===== src/rtl/attosoc_timer.sv =====
// rtl/attosoc_timer.sv - memory-mapped prescaled timer with compare match and irq
`timescale 1ns/1ps
module attosoc_timer #(
  parameter logic [31:0] BASE_ADDR      = 32'h0300_0000,
  parameter logic [31:0] RESET_PRESCALE = 32'd0
) (
  input  logic        clk,
  input  logic        resetn,
  input  logic        mem_valid,
  input  logic [31:0] mem_addr,
  input  logic [31:0] mem_wdata,
  input  logic [3:0]  mem_wstrb,
  output logic        mem_ready,
  output logic [31:0] mem_rdata,
  output logic        irq_out
);

  typedef enum logic [1:0] {S_IDLE, S_ACK, S_DONE} state_t;

  state_t      r_state;
  logic        r_ready;
  logic [31:0] r_rdata;
  logic [2:0]  r_off;
  logic [2:0]  r_ctrl;      // bit0 EN, bit1 AUTORELOAD, bit2 IRQEN
  logic [31:0] r_count;
  logic [31:0] r_compare;
  logic        r_match;
  logic [31:0] r_prescale;
  logic [31:0] r_pcnt;

  logic        w_sel;
  logic        w_wr;
  logic        w_tick;
  logic        w_hit;
  logic [31:0] w_rd_val;
  logic        w_unused_addr;

  // Byte-lane merge of bus write data into an existing register value
  function automatic logic [31:0] f_merge(input logic [31:0] old_v,
                                          input logic [31:0] new_v,
                                          input logic [3:0]  strb);
    logic [31:0] res;
    res = old_v;
    for (int i = 0; i < 4; i++) begin
      if (strb[i]) res[i*8 +: 8] = new_v[i*8 +: 8];
    end
    return res;
  endfunction

  assign w_sel         = mem_valid && (mem_addr[31:5] == BASE_ADDR[31:5]);
  // Write commits on the edge that ends ACK, only if the request is still up
  assign w_wr          = (r_state == S_ACK) && mem_valid && (mem_wstrb != 4'b0000);
  assign w_tick        = r_ctrl[0] && (r_pcnt == r_prescale);
  assign w_hit         = w_tick && (r_count == r_compare);
  assign w_unused_addr = &{1'b0, mem_addr[1:0]};

  assign mem_ready = r_ready;
  assign mem_rdata = r_rdata;
  assign irq_out   = r_match & r_ctrl[2];

  // Read mux for the register addressed by the current request
  always_comb begin
    w_rd_val = 32'd0;
    case (mem_addr[4:2])
      3'd0:    w_rd_val = {29'd0, r_ctrl};
      3'd1:    w_rd_val = r_count;
      3'd2:    w_rd_val = r_compare;
      3'd3:    w_rd_val = {31'd0, r_match};
      3'd4:    w_rd_val = r_prescale;
      default: w_rd_val = 32'd0;
    endcase
  end

  // Responder FSM: one wait state, ready for exactly one cycle per request
  always_ff @(posedge clk or negedge resetn) begin
    if (!resetn) begin
      r_state <= S_IDLE;
      r_ready <= 1'b0;
      r_rdata <= 32'd0;
      r_off   <= 3'd0;
    end else begin
      case (r_state)
        S_IDLE: begin
          if (w_sel) begin
            r_state <= S_ACK;
            r_ready <= 1'b1;
            r_rdata <= w_rd_val;
            r_off   <= mem_addr[4:2];
          end
        end
        S_ACK: begin
          r_state <= S_DONE;
          r_ready <= 1'b0;
          r_rdata <= 32'd0;
        end
        S_DONE: begin
          if (!mem_valid) r_state <= S_IDLE;
        end
        default: begin
          r_state <= S_IDLE;
          r_ready <= 1'b0;
          r_rdata <= 32'd0;
        end
      endcase
    end
  end

  // Timer core and register writes; bus writes override tick updates,
  // while a new match overrides a same-cycle clear of MATCH
  always_ff @(posedge clk or negedge resetn) begin
    if (!resetn) begin
      r_ctrl     <= 3'd0;
      r_count    <= 32'd0;
      r_compare  <= 32'hFFFF_FFFF;
      r_match    <= 1'b0;
      r_prescale <= RESET_PRESCALE;
      r_pcnt     <= 32'd0;
    end else begin
      if (w_wr && r_off == 3'd4)    r_pcnt <= 32'd0;
      else if (!r_ctrl[0] || w_tick) r_pcnt <= 32'd0;
      else                           r_pcnt <= r_pcnt + 32'd1;

      if (w_wr && r_off == 3'd1)
        r_count <= f_merge(r_count, mem_wdata, mem_wstrb);
      else if (w_tick)
        r_count <= (w_hit && r_ctrl[1]) ? 32'd0 : r_count + 32'd1;

      if (w_hit)
        r_match <= 1'b1;
      else if (w_wr && r_off == 3'd3 && mem_wstrb[0] && mem_wdata[0])
        r_match <= 1'b0;

      if (w_wr && r_off == 3'd0 && mem_wstrb[0]) r_ctrl <= mem_wdata[2:0];
      if (w_wr && r_off == 3'd2) r_compare  <= f_merge(r_compare, mem_wdata, mem_wstrb);
      if (w_wr && r_off == 3'd4) r_prescale <= f_merge(r_prescale, mem_wdata, mem_wstrb);
    end
  end

endmodule


===== config.mk =====
export PLATFORM = sky130hd
export DESIGN_NAME = attosoc_timer
export DESIGN_NICKNAME = d
export VERILOG_FILES = /design/src/rtl/attosoc_timer.sv
export SDC_FILE = /design/constraint.sdc
export NUM_CORES = 1
export LEC_CHECK = 0
export ABC_AREA = 1
export BUFFER_PORTS_ARGS = -buffer_cell sky130_fd_sc_hd__buf_2
export CAP_MARGIN = 20
export CORE_MARGIN = 4
export CORE_UTILIZATION = 45
export DETAILED_ROUTE_END_ITERATION = 12
export GPL_ROUTABILITY_DRIVEN = 1
export GPL_TIMING_DRIVEN = 0
export PLACE_DENSITY_LB_ADDON = 0.2
export SYNTH_ARGS = -nofsm -noshare
export SYNTH_HDL_FRONTEND = slang
export SYNTH_SLANG_ARGS = --single-unit

===== constraint.sdc =====
create_clock -name clk -period 2.1 [get_ports clk]
set_input_delay 0.105 -clock clk [delete_from_list [all_inputs] [get_ports clk]]
set_output_delay 0.105 -clock clk [all_outputs]
set_load 0.03 [all_outputs]

==> results_dict.tcl <==
set metrics [dict create \
    hold_viol_final 1 \
    fin_nets 1586 \
    drc_errors 0 \
    yosysSeqAreaShare 0.437 \
    coreArea_um2 21300 \
    clock_sinks 170 \
    n_antenna_cell 0 \
    io_pins 105 \
    slowest_stage "dfrtp_2" \
    fmax_mhz 481 \
    grt_usage 0.288 \
    worstPathMaxFanout 6 \
    clkTransAtPathRegs_ns 0.07 \
    dp_hpwl_mm 26.0 \
    rrSetupSlack_ns 0.02 \
    ant_nets 0 \
    grt_pass1_wl_mm 53.5 \
    cts_tree "built" \
    period_minus_slack_ns 2.08 \
    synth_nets 1424 \
    io_buffers 102 \
    async_reset_ff_frac 1.00 \
    vias_per_cell 5.49 \
    synth_flop_cell "dfrtp_1" \
    syn_to_final_growth_pct 23.3 \
    max_stage_delay_ns 0.46 \
    critPathLaunchType "flop" \
    cp_cell_sequence "xnor2_2 -> nand2_1 -> nor2_2 -> nand2_2 -> nor2_4 -> nand4_4 -> buf_8 -> o21ai_1 -> a21oi_1" \
    slew_viol_final 0 \
    cap_violations 0 \
    insertion_delay_ns 0.44 \
    drive_gt1_frac 0.195 \
    tightest_slew_ns 0.756 \
    synth_cells 1351 \
    htree_levels 4 \
    drtIter0Drc 903 \
    place.gp.congestion 1.00 \
    hold_class "in -> reg" \
    p_leak_nw 5.57 \
    violations "hold timing" \
    wl_mm 34.6 \
    place_ws_ns -0.439 \
    status "complete, but fails checks" \
    cts-root-buf "clkbuf_16" \
    antenna_found_initial 0 \
    post-route-period-util 0.990 \
    yosys_warnings 0 \
    p_per_area_nw_per_um2 563 \
    rows 53 \
    wl_per_cell_um 19.2 \
    rsz0062_at_grt "true" \
    end_kind "flop" \
    slew_headroom 0.496 \
    vias 9894 \
    synth_edf_count 0 \
    hold_ws_ns -0.00930 \
    cts_buffers 17 \
    start_util 0.462 \
    synth-seq-cells 170 \
    cp.arrival_ns 2.40 \
    gr-total-overflow 0 \
    dieArea_um2 24300 \
    die_h_um 156 \
    clock_skew_ns 0.0117 \
    critical_path_class "reg -> reg" \
    die_w_um 156 \
    yosysUniqueCellTypes 44 \
    drt_pre_antenna_iters 5 \
    post_synth_instance_area_um2 9830 \
    ir_drop_uv 475 \
    setup_viol 0 \
    grt_start_max_net_pins 118 \
    worstPathRequired_ns 2.42 \
    avgSynthCellArea_um2 7.28 \
    setup_ws_ns 0.0200 \
    clock_path_buffers 2 \
    grt_pass1_vias 9374 \
]
## final cells by class
cell class	count	area, um^2
Buffer	35	216
Timing Repair Buffer	151	1030
Clock inverter	11	121
Multi-Input combinational cell	991	5070
Sequential cell	170	4310
Inverter	147	557
Fill cell	2024	9170
Clock buffer	21	470
Tap cell	275	344
## metal layers
metal  GRT usage  up-vias  wire length, um  part of all wire
met4      0.0925        0             1000             0.029
li1            -     4682                -                 -
met5           0        -                0                 0
met3      0.0577       64             2860             0.083
met2       0.447      449            15400              0.45
met1       0.406     4699            15300              0.44
## metrics by stage
| step | total power, W | instance area (um^2) | setup TNS, ns | std cells | utilization |
|---|---|---|---|---|---|
| 3_3_place_gp | 0.00359 | 10700 | -300.21 | 1728 | 0.502 |
| 5_1_grt | 0.00704 | 12100 | -0.792 | 1801 | 0.569 |
| 6_report | 0.00682 | 12100 | 0 | 1801 | 0.569 |
| 4_1_cts | 0.00685 | 11800 | -0.00534 | 1800 | 0.556 |
| 3_5_place_dp | 0.00360 | 10700 | -13.21 | 1729 | 0.504 |
| 2_1_floorplan | 0.00339 | 9830 | 0 | 1351 | - |
## state kept, by name, indices dropped and copies added, names as in the netlist
signal,count
r_state,2
r_count,32
r_prescale,32
r_match,1
mem_rdata,32
r_ctrl,3
r_compare,32
r_off,3
mem_ready,1
r_pcnt,32
## cell families after synthesis
group / after synthesis / share of synthesized area
compound gates: 235 / 0.131
xor+xnor: 75 / 0.0668
flops: 170 / 0.437
fa+ha+maj: 2 / 0.00255
buf+inv: 191 / 0.0747
simple gates: 678 / 0.288
## worst max-delay path, delay by kind of cell (launching register included)
family                 cells  cell delay [ns]
AO/OA/AOI/OAI              2             0.26
flip-flops                 1             0.46
buffers and inverters      1             0.24
XOR/XNOR                   1             0.26
AND/OR/NAND/NOR            5             0.75
## cell usage after synthesis (2+ instances only)
master,n,area (um^2)
a21oi_1,88,440
a221oi_1,16,140
a22o_1,2,17.5
and2_1,2,12.5
buf_1,2,7.51
buf_2,8,40.0
clkbuf_1,30,113
clkbuf_2,3,15.0
dfrtp_1,138,3450
dfstp_2,32,841
ha_1,2,25.0
inv_1,139,522
inv_2,8,30.0
nand2_1,341,1280
nand3_1,29,145
nand3_2,2,20.0
nand3b_1,4,30.0
nand4_1,23,144
nand4_2,2,25.0
nor2_1,215,807
nor2_2,13,81.3
nor3_1,33,165
nor3_2,2,20.0
nor3b_1,2,15.0
nor4_1,4,25.0
o211ai_1,2,15.0
o21ai_0,103,515
o21ai_1,7,35.0
o221ai_1,3,26.3
o22ai_1,9,56.3
xnor2_1,27,236
xor2_1,48,420
## cells in the final DEF (no fill, tap or decap), drive strengths merged, types with 2 or more instances in the layout
master and count:
a21oi 88, a221oi 16, a22o 2, and2 2
buf 130, bufinv 2, clkbuf 43, clkinv 7
clkinvlp 2, dfrtp 138, dfstp 32, dlygate4sd3 34
ha 2, inv 147, nand2 342, nand3 31
nand3b 4, nand4 26, nor2 229, nor3 35
nor3b 3, nor4 5, o211ai 2, o21ai 110
o221ai 3, o22ai 9, xnor2 27, xor2 48
## power by group
group          internal, W    switching [W]
registers          0.00328  0.0000000000571
clock network      0.00184          0.00139
logic             0.000111         0.000201
total              0.00523          0.00159
## path summary, 6_finish.rpt
kind | depth (start not counted) | from | endpoint
worst min-delay path | 3 | mem_wdata[30] | r_compare[30]$_DFFE_PN1P_
worst max-delay path | 9 | r_pcnt[26]$_DFF_PN0_ | r_count[24]$_DFFE_PN0P_
max in group asynchronous | 3 | resetn | r_count[1]$_DFFE_PN0P_
worst max register to register | 9 | r_pcnt[26]$_DFF_PN0_ | r_count[24]$_DFFE_PN0P_
min in group asynchronous | 2 | resetn | r_pcnt[23]$_DFF_PN0_
worst min register to register | 2 | mem_rdata[29]$_DFFE_PN0P_ | mem_rdata[29]$_DFFE_PN0P_
## timing repair
action,CTS,global route
cloned,1,1
setup endpoints to repair,69,109
setup buffers,4,9
pin swaps,3,14
gates resized for setup,40,82
hold buffers,34,0
endpoints found under the hold margin,101,0
Note: power is estimated with default switching activity, not from simulation.
